===== src/rtl/v810_bus_pkg.sv =====
// Shared types and constants for the V810 bus-cycle sequencer.
package v810_bus_pkg;

  typedef enum logic [1:0] {IDLE, WAIT, DONE, TOUT} state_t;

  typedef struct packed {
    logic [3:0] ws;
    logic       w16;
    logic       en;
  } region_cfg_t;

  localparam int unsigned NREGION    = 8;
  localparam int unsigned REGION_MSB = 26;
  localparam int unsigned REGION_LSB = 24;

endpackage


===== src/rtl/bus_region_cfg.sv =====
// Per-region configuration register file: synchronous write, combinational read.
module bus_region_cfg
  import v810_bus_pkg::*;
#(
  parameter logic [3:0] RST_WS  = 4'd1,
  parameter logic       RST_W16 = 1'b0
) (
  input  logic        clk,
  input  logic        reset,
  input  logic        we,
  input  logic [2:0]  wr_idx,
  input  logic [5:0]  wr_data,
  input  logic [2:0]  rd_idx,
  output region_cfg_t rd_cfg
);

  localparam region_cfg_t RST_CFG = '{ws: RST_WS, w16: RST_W16, en: 1'b1};

  region_cfg_t [NREGION-1:0] cfg_q;

  always_ff @(posedge clk) begin
    if (reset) begin
      cfg_q <= {NREGION{RST_CFG}};
    end else if (we) begin
      cfg_q[wr_idx] <= '{ws: wr_data[3:0], w16: wr_data[4], en: wr_data[5]};
    end
  end

  assign rd_cfg = cfg_q[rd_idx];

endmodule


===== src/rtl/v810_bus_ctrl.sv =====
// V810 external bus-cycle sequencer: region decode, chip enables, wait states,
// 16-bit size request and timeout termination of disabled regions.
module v810_bus_ctrl
  import v810_bus_pkg::*;
#(
  parameter int unsigned TIMEOUT = 16,
  parameter logic [3:0]  RST_WS  = 4'd1,
  parameter logic        RST_W16 = 1'b0
) (
  input  logic        CLK,
  input  logic        RESET,
  input  logic        CE,
  input  logic [31:0] CTLR_A,
  input  logic        CTLR_BCYSTn,
  input  logic        CTLR_DAn,
  output logic        CTLR_READYn,
  output logic        CTLR_SZRQn,
  output logic [7:0]  MEM_nCE,
  input  logic        CFG_WE,
  input  logic [2:0]  CFG_IDX,
  input  logic [5:0]  CFG_DATA,
  output logic        BUS_ERR,
  output logic [2:0]  CUR_REGION
);

  localparam logic [7:0] TOUT_LOAD = 8'(TIMEOUT - 1);

  state_t      state_q, state_d;
  logic [7:0]  cnt_q, cnt_d;
  logic        w16_q, w16_d;
  logic [2:0]  region_q, region_d;
  logic        ready_n_q, ready_n_d;
  logic        szrq_n_q, szrq_n_d;
  logic [7:0]  nce_q, nce_d;
  logic        bus_err_q;
  logic        err_set;
  logic        start;
  logic [2:0]  dec_region;
  region_cfg_t dec_cfg;

  logic unused_addr;
  assign unused_addr = ^{CTLR_A[31:REGION_MSB+1], CTLR_A[REGION_LSB-1:0]};

  assign dec_region = CTLR_A[REGION_MSB:REGION_LSB];

  bus_region_cfg #(
    .RST_WS  (RST_WS),
    .RST_W16 (RST_W16)
  ) u_cfg (
    .clk     (CLK),
    .reset   (RESET),
    .we      (CFG_WE),
    .wr_idx  (CFG_IDX),
    .wr_data (CFG_DATA),
    .rd_idx  (dec_region),
    .rd_cfg  (dec_cfg)
  );

  always_comb begin
    state_d   = state_q;
    cnt_d     = cnt_q;
    w16_d     = w16_q;
    region_d  = region_q;
    ready_n_d = ready_n_q;
    szrq_n_d  = szrq_n_q;
    nce_d     = nce_q;
    err_set   = 1'b0;
    start     = 1'b0;

    unique case (state_q)
      IDLE: start = ~CTLR_BCYSTn;
      WAIT, TOUT: begin
        if (CTLR_DAn) begin
          state_d = IDLE;
          nce_d   = 8'hFF;
        end else if (state_q == WAIT) begin
          cnt_d = cnt_q - 8'd1;
          if (cnt_q == 8'd1) begin
            state_d   = DONE;
            ready_n_d = 1'b0;
            szrq_n_d  = ~w16_q;
          end
        end else if (cnt_q == 8'd0) begin
          // Forced completion: never request 16-bit sizing on a timeout.
          state_d   = DONE;
          ready_n_d = 1'b0;
          err_set   = 1'b1;
        end else begin
          cnt_d = cnt_q - 8'd1;
        end
      end
      DONE: begin
        state_d   = IDLE;
        ready_n_d = 1'b1;
        szrq_n_d  = 1'b1;
        nce_d     = 8'hFF;
        start     = ~CTLR_DAn & ~CTLR_BCYSTn;
      end
      default: state_d = IDLE;
    endcase

    if (start) begin
      region_d = dec_region;
      w16_d    = dec_cfg.w16;
      nce_d    = ~(8'b1 << dec_region);
      if (!dec_cfg.en) begin
        cnt_d   = TOUT_LOAD;
        state_d = TOUT;
      end else if (dec_cfg.ws == 4'd0) begin
        cnt_d     = 8'd0;
        state_d   = DONE;
        ready_n_d = 1'b0;
        szrq_n_d  = ~dec_cfg.w16;
      end else begin
        cnt_d   = {4'd0, dec_cfg.ws};
        state_d = WAIT;
      end
    end
  end

  always_ff @(posedge CLK) begin
    if (RESET) begin
      state_q   <= IDLE;
      cnt_q     <= 8'd0;
      w16_q     <= 1'b0;
      region_q  <= 3'd0;
      ready_n_q <= 1'b1;
      szrq_n_q  <= 1'b1;
      nce_q     <= 8'hFF;
      bus_err_q <= 1'b0;
    end else begin
      if (CE) begin
        state_q   <= state_d;
        cnt_q     <= cnt_d;
        w16_q     <= w16_d;
        region_q  <= region_d;
        ready_n_q <= ready_n_d;
        szrq_n_q  <= szrq_n_d;
        nce_q     <= nce_d;
      end
      if (CE && err_set) begin
        bus_err_q <= 1'b1;
      end else if (CFG_WE) begin
        bus_err_q <= 1'b0;
      end
    end
  end

  assign CTLR_READYn = ready_n_q;
  assign CTLR_SZRQn  = szrq_n_q;
  assign MEM_nCE     = nce_q;
  assign BUS_ERR     = bus_err_q;
  assign CUR_REGION  = region_q;

endmodule


===== config.mk =====
export PLATFORM = sky130hd
export DESIGN_NAME = v810_bus_ctrl
export DESIGN_NICKNAME = d
export VERILOG_FILES = /design/src/rtl/v810_bus_pkg.sv /design/src/rtl/bus_region_cfg.sv /design/src/rtl/v810_bus_ctrl.sv
export SDC_FILE = /design/constraint.sdc
export NUM_CORES = 1
export LEC_CHECK = 0
export CAP_MARGIN = 10
export CORE_ASPECT_RATIO = 1.1
export CORE_UTILIZATION = 57
export DETAILED_ROUTE_END_ITERATION = 12
export DONT_BUFFER_PORTS = 1
export GPL_ROUTABILITY_DRIVEN = 0
export GPL_TIMING_DRIVEN = 1
export PLACE_DENSITY = 0.79
export SYNTH_ARGS = -nofsm -noshare
export SYNTH_HDL_FRONTEND = slang
export SYNTH_HIERARCHICAL = 1
export SYNTH_SLANG_ARGS = --single-unit

===== constraint.sdc =====
create_clock -name CLK -period 2.1 [get_ports CLK]
set_clock_uncertainty 0.15 [all_clocks]
set_input_delay 0.315 -clock CLK [delete_from_list [all_inputs] [get_ports CLK]]
set_output_delay 0.315 -clock CLK [all_outputs]
set_load 0.1 [all_outputs]

==> results of run 1 <==
-- final cells by class --
type	count	area (um2)
Tap cell	77	96.3
Inverter	9	33.8
Multi-Input combinational cell	249	2010
Fill cell	444	1780
Timing Repair Buffer	38	333
Clock inverter	4	51.3
Clock buffer	12	145
Sequential cell	73	1460
-- worst register-to-register path, cell delays in order, from the launching register on --
cell and delay [ns]:
dfxtp_2 0.32, mux4_2 0.45, mux2_4 0.30, or4_4 0.54, nand3_2 0.08, nand4b_1 0.09
mux2i_1 0.16
-- cell families after synthesis --
group	after synthesis
flops	73
mux	55
fa+ha+maj	3
compound gates	63
simple gates	128
buf+inv	36
-- power by group through the flow --
| stage | registers (mW) | clock network (mW) | logic (mW) |
|---|---|---|---|
| 6_report | 1.49 | 1.11 | 0.577 |
| 5_1_grt | 1.49 | 1.19 | 0.625 |
| 4_1_cts | 1.49 | 1.13 | 0.555 |
| 3_5_place_dp | 1.52 | 0 | 0.502 |
| 3_3_place_gp | 1.52 | 0 | 0.491 |
| 2_1_floorplan | 1.56 | 0 | 0.408 |
-- state kept, by name, summed over array words and instances, names as in the netlist --
name / flops
CTLR_SZRQn: 1
cnt_q: 8
w16_q: 1
MEM_nCE: 8
state_q: 2
CUR_REGION: 3
u_cfg/cfg_q: 48
BUS_ERR: 1
CTLR_READYn: 1
-- metrics by stage --
step | worst slack (ns) | instance area (um2) | instances | hold slack [ns]
global route | -0.127 | 4130 | 462 | -0.000141
detailed placement | -0.0961 | 3750 | 433 | 0.244
CTS | -0.0915 | 4080 | 460 | 0.00138
global placement | -0.0405 | 3750 | 433 | 0.242
floorplan | -0.0571 | 3610 | 358 | 0.280
finish | -0.0545 | 4130 | 462 | 0.00985
-- cell usage after synthesis (all sizes together) (2+ instances only) --
master | n | area, um2
or2 | 2 | 12.5
nand4b | 4 | 35.0
mux2 | 7 | 78.8
nor4bb | 4 | 40.0
nor2b | 11 | 68.8
inv | 9 | 33.8
nand3 | 9 | 57.6
buf | 14 | 90.1
ha | 3 | 37.5
nor4b | 2 | 32.5
nor2 | 50 | 188
or4 | 4 | 37.5
nor4 | 2 | 27.5
nand2b | 9 | 56.3
mux2i | 36 | 360
dfxtp | 73 | 1460
clkbuf | 13 | 50.0
a211o | 17 | 149
o22a | 2 | 17.5
nand4 | 8 | 50.1
a21oi | 11 | 55.1
a31o | 2 | 17.5
a211oi | 2 | 27.5
or3 | 2 | 13.8
a21boi | 2 | 15.0
o21ai | 6 | 30.0
mux4 | 12 | 270
nand3b | 2 | 15.0
o32a | 4 | 40.0
nand2 | 13 | 48.8
o31ai | 3 | 22.5
a31oi | 6 | 37.5
nor3 | 4 | 25.0
-- per-layer routing --
| layer | wire (um) | vias up |
|---|---|---|
| li1 | - | 1358 |
| met1 | 3310 | 1349 |
| met2 | 4230 | 101 |
| met3 | 520 | 14 |
| met4 | 112 | 0 |
| met5 | 0 | - |
-- worst paths after layout --
check / cells after the start / endpoint / slack [ns]
setup / recovery: 6 / state_q[1] / -0.05
hold / removal: 2 / state_q[0] / 0.01
setup reg to reg: 6 / state_q[1] / -0.05
hold reg to reg: 2 / w16_q / 0.32
-- repair_timing --
action / in CTS / in global routing
endpoints found under the hold margin: 66 / 1
hold buffers: 11 / 1
gates cloned: 0 / 0
pin swaps: 0 / 1
buffers inserted: 0 / 1
endpoints found under the setup margin: 3 / 4
gates resized for setup: 2 / 10
==> impl_metrics.ini, run 1 <==
[global_routing]
top_usage_layer = met2
grt_pass1_vias = 2802
grt_usage_pct = 26.3
antenna_found_initial = 0
grt_start_max_net_pins = 61
grt_pass1_wl_um = 13400
grt_use_met2_pct = 46.4
grt_use_met3_pct = 7.85
grt_overflow = 0
use_met1_pct = 30.2

[logic_synthesis]
syn_nets = 408
synth_adder_area_share_pct = 1.05
synth_compound_area_share_pct = 13.5
synth_seq_area_share_pct = 40.7
async_reset_ff_share_pct = 0
synth_top_flop_cell = dfxtp_1
synthCells = 358
synth_top_family_by_area = simple AND/OR/NAND/NOR gates
ys_ff_latch = 73
muxShareOfSynthArea_pct = 19.8
synth_edf_count = 0
syn_area_per_cell_um2 = 10.0
yosysWarnings = 6
synthesis.area_mm2 = 0.00359
synth-simple-area-share_pct = 20.1
yosysUniqueCellTypes = 57
synth_xor_area_share_pct = 0

[setup_path]
required_ns = 2.23
end_kind = flip-flop
slowest_delay_ns = 0.54
critPathBufInv = 0
worstPathArrival_ns = 2.28
critPathKind = flip-flop to flip-flop
reg2reg_from = u_cfg/cfg_q[32]
cp_max_fo = 2
critPathSlowestCell = or4_4
critPathLaunchType = flip-flop
cp_cell_sequence = mux4_2 > mux2_4 > or4_4 > nand3_2 > nand4b_1 > mux2i_1
cp_top_family = multiplexers
worstSetupStartpoint = u_cfg/cfg_q[32]

[clock_tree]
path_clk_slew_ns = 0.08
root_buffer = clkbuf_8
clk_latency_ns = 0.35
cts_sinks = 73
cts_tree = built
h-tree-depth = 3
clockBufferDepth = 2
numCtsBuffers = 9

[cells_and_area]
layout_commonest_cell = dfxtp_1
final_net_count = 430
mostFrequentLayoutCells = dfxtp_1 (71), nor2_1 (50), mux2i_1 (36)
diodes = 0
syn_to_final_growth_pct = 15.1
drive_gt1_share_pct = 21.8
final_util_pct = 69.9

[status]
status = complete, but fails checks
violations = negative setup slack

[placed_design]
io_buffers = 0
dp_hpwl_um = 5110

[pwr]
p_comb_share_pct = 18.2
power_switching_mw = 0.890
power.total_mw = 3.17
pwr-share-seq_pct = 46.9
powerDensity_mw_per_mm2 = 767
peakVddDrop_uv = 778
power_frac_clock_pct = 34.9
intPower_mw = 2.28
p_leak_nw = 1.58
p_sw_share_pct = 28.1

[sta]
slew_violations = 0
max_freq_mhz = 464
worst_slew_pin_slew_ns = 0.602
hold_viol = 0
setup_violations = 1
period_share_pct = 103
setup_tns_ns = -0.0545
layout_setup_ws_ns = -0.0545
relSlewSlack_pct = 59.7
rsz0062_at_grt = yes
min_period_ns = 2.15

[drt]
drtAntennaViolNets = 0
drt_iter0_markers = 186
vias = 2822
drtPass1Iterations = 5
viasPerCell = 6.11
wire_per_inst_um = 17.7
drc = 0
drt-total-wl_um = 8180

[floorplanning]
initial_core_util_pct = 60.7
die-area_mm2 = 0.00662
die_h_um = 85.2
die_w_um = 77.7
ios = 61
rows = 29
core_mm2 = 0.00591

[job]
cap_viol_max_count = 0

[hold_path]
hold_start = CE
hp-class = input port to flip-flop
Note: power is estimated with default switching activity, not from simulation.
==> inputs of run 2 (changes only) <==
CORE_UTILIZATION = 59   (was 57)
CTS_BUF_LIST = sky130_fd_sc_hd__clkbuf_4   (was unset)
PLACE_DENSITY = 0.82   (was 0.79)
==> impl_metrics.ini, run 2 (synthesized netlist as in run 1, its figures left out) <==
[status]
status = complete, but fails checks
violations = negative setup slack

[cells_and_area]
syn_to_final_growth_pct = 13.5
fin_area_mm2 = 0.00407
drive_gt1_share_pct = 21.2
layout_commonest_cell = dfxtp_1
final_net_count = 432
top_register = u_cfg/cfg_q
final_util_pct = 70.2
mostFrequentLayoutCells = dfxtp_1 (71), nor2_1 (50), mux2i_1 (36)
fin_cells = 463
largest_reg_flops = 48
fill_cells = 459
diodes = 0

[global_routing]
grt_usage_pct = 26.0
grt_use_met3_pct = 6.01
top_usage_layer = met2
grt_overflow = 0
grt_start_max_net_pins = 66
grt_pass1_vias = 2753
grt_pass1_wl_um = 12900
grt_use_met2_pct = 44.8
antenna_found_initial = 0
use_met1_pct = 30.0

[setup_path]
cp_top_family = multiplexers
slowest_delay_ns = 0.54
cp_cell_sequence = mux4_2 > mux2_4 > or4_4 > nand3_2 > nand4b_1 > mux2i_1
critPathLaunchType = flip-flop
end_kind = flip-flop
worstPathArrival_ns = 2.33
critPathSlowestCell = or4_4
critPathKind = flip-flop to flip-flop
critPathBufInv = 0
required_ns = 2.31
cp_max_fo = 2

[sta]
min_period_ns = 2.12
hold_slack_ns = 0.0230
hold_viol = 0
setup_violations = 1
setup_tns_ns = -0.0152
period_share_pct = 101
layout_setup_ws_ns = -0.0152
max_freq_mhz = 473
rsz0062_at_grt = yes
relSlewSlack_pct = 62.2
worst_slew_pin_slew_ns = 0.564
slew_violations = 0

[drt]
wire_per_inst_um = 17.1
vias = 2802
drt_iter0_markers = 158
viasPerCell = 6.05
drc = 0
drt-total-wl_um = 7900
drtAntennaViolNets = 0
drtPass1Iterations = 5

[job]
cap_viol_max_count = 0

[placed_design]
dp_hpwl_um = 5070
io_buffers = 0
postPlaceCellArea_mm2 = 0.00375
dp.cells = 432

[floorplanning]
ios = 61
initial_core_util_pct = 61.8
core_mm2 = 0.00581
die_w_um = 76.4
rows = 29
die-area_mm2 = 0.00640
die_h_um = 83.8

[pwr]
p_leak_nw = 1.55
peakVddDrop_uv = 566
powerDensity_mw_per_mm2 = 683

[clock_tree]
clk_latency_ns = 0.42
h-tree-depth = 3
cts_tree = built
numCtsBuffers = 9
cts_sinks = 73
root_buffer = clkbuf_4
path_clk_slew_ns = 0.11
clockBufferDepth = 2
postCtsSetupRepairBufs = 0

[hold_path]
hp-class = input port to flip-flop
-- run 2: cell count changes in the layout (fill, tap and decap cells not counted), sizes merged --
cell         change
bufinv           -1
dlygate4sd3      +4
clkinv           +2
buf              -2
clkbuf           -1
inv              -1
-- run 2: path summary, 6_finish.rpt --
check | start | end | slack (ns) | cells past startpoint
max reg2reg | u_cfg/cfg_q[32] | state_q[1] | -0.02 | 6
max | u_cfg/cfg_q[32] | state_q[1] | -0.02 | 6
min | CFG_DATA[5] | u_cfg/cfg_q[42] | 0.02 | 3
min reg2reg | u_cfg/cfg_q[32] | u_cfg/cfg_q[32] | 0.32 | 1
-- run 2: timing repair --
action / in CTS / in global routing
endpoints found under the hold margin: 70 / 1
setup endpoints to repair: 1 / 6
pin swaps: 0 / 3
gates resized for setup: 1 / 11
hold buffers: 15 / 1
-- run 2: area by class of cell --
| cell class | count | area [um2] | area share, % |
|---|---|---|---|
| multi-input combinational | 249 | 2010 | 49.4 |
| sequential | 73 | 1460 | 35.9 |
| timing repair buffer | 40 | 362 | 8.88 |
| tap | 77 | 96.3 | 2.37 |
| clock buffer | 11 | 82.6 | 2.03 |
| inverter | 9 | 33.8 | 0.829 |
| clock inverter | 4 | 21.3 | 0.522 |
-- run 2: stage by stage --
step | setup slack (ns) | power (mW)
floorplan | -0.0571 | 1.97
global placement | -0.0335 | 2.00
detailed placement | -0.0436 | 2.01
CTS | -0.0283 | 2.78
global route | -0.0576 | 2.90
finish | -0.0152 | 2.78
-- run 2: worst min-delay path, cell delays in order --
cell and delay [ns]:
inv_1 0.05, nor2_1 0.11, a211o_1 0.10
-- run 2: per-layer routing --
metal / wire (um) / vias up
met5: 0 / -
met4: 174 / 0
met3: 332 / 15
met2: 4050 / 59
met1: 3340 / 1368
li1: - / 1360
-- run 2: where the power goes --
part           total (mW)  internal, mW  leakage (nW)  switching (mW)
combinational       0.571         0.253         0.898           0.318
clock               0.723         0.256        0.0601           0.467
sequential           1.49          1.44         0.593          0.0491
total                2.78          1.95          1.55           0.834
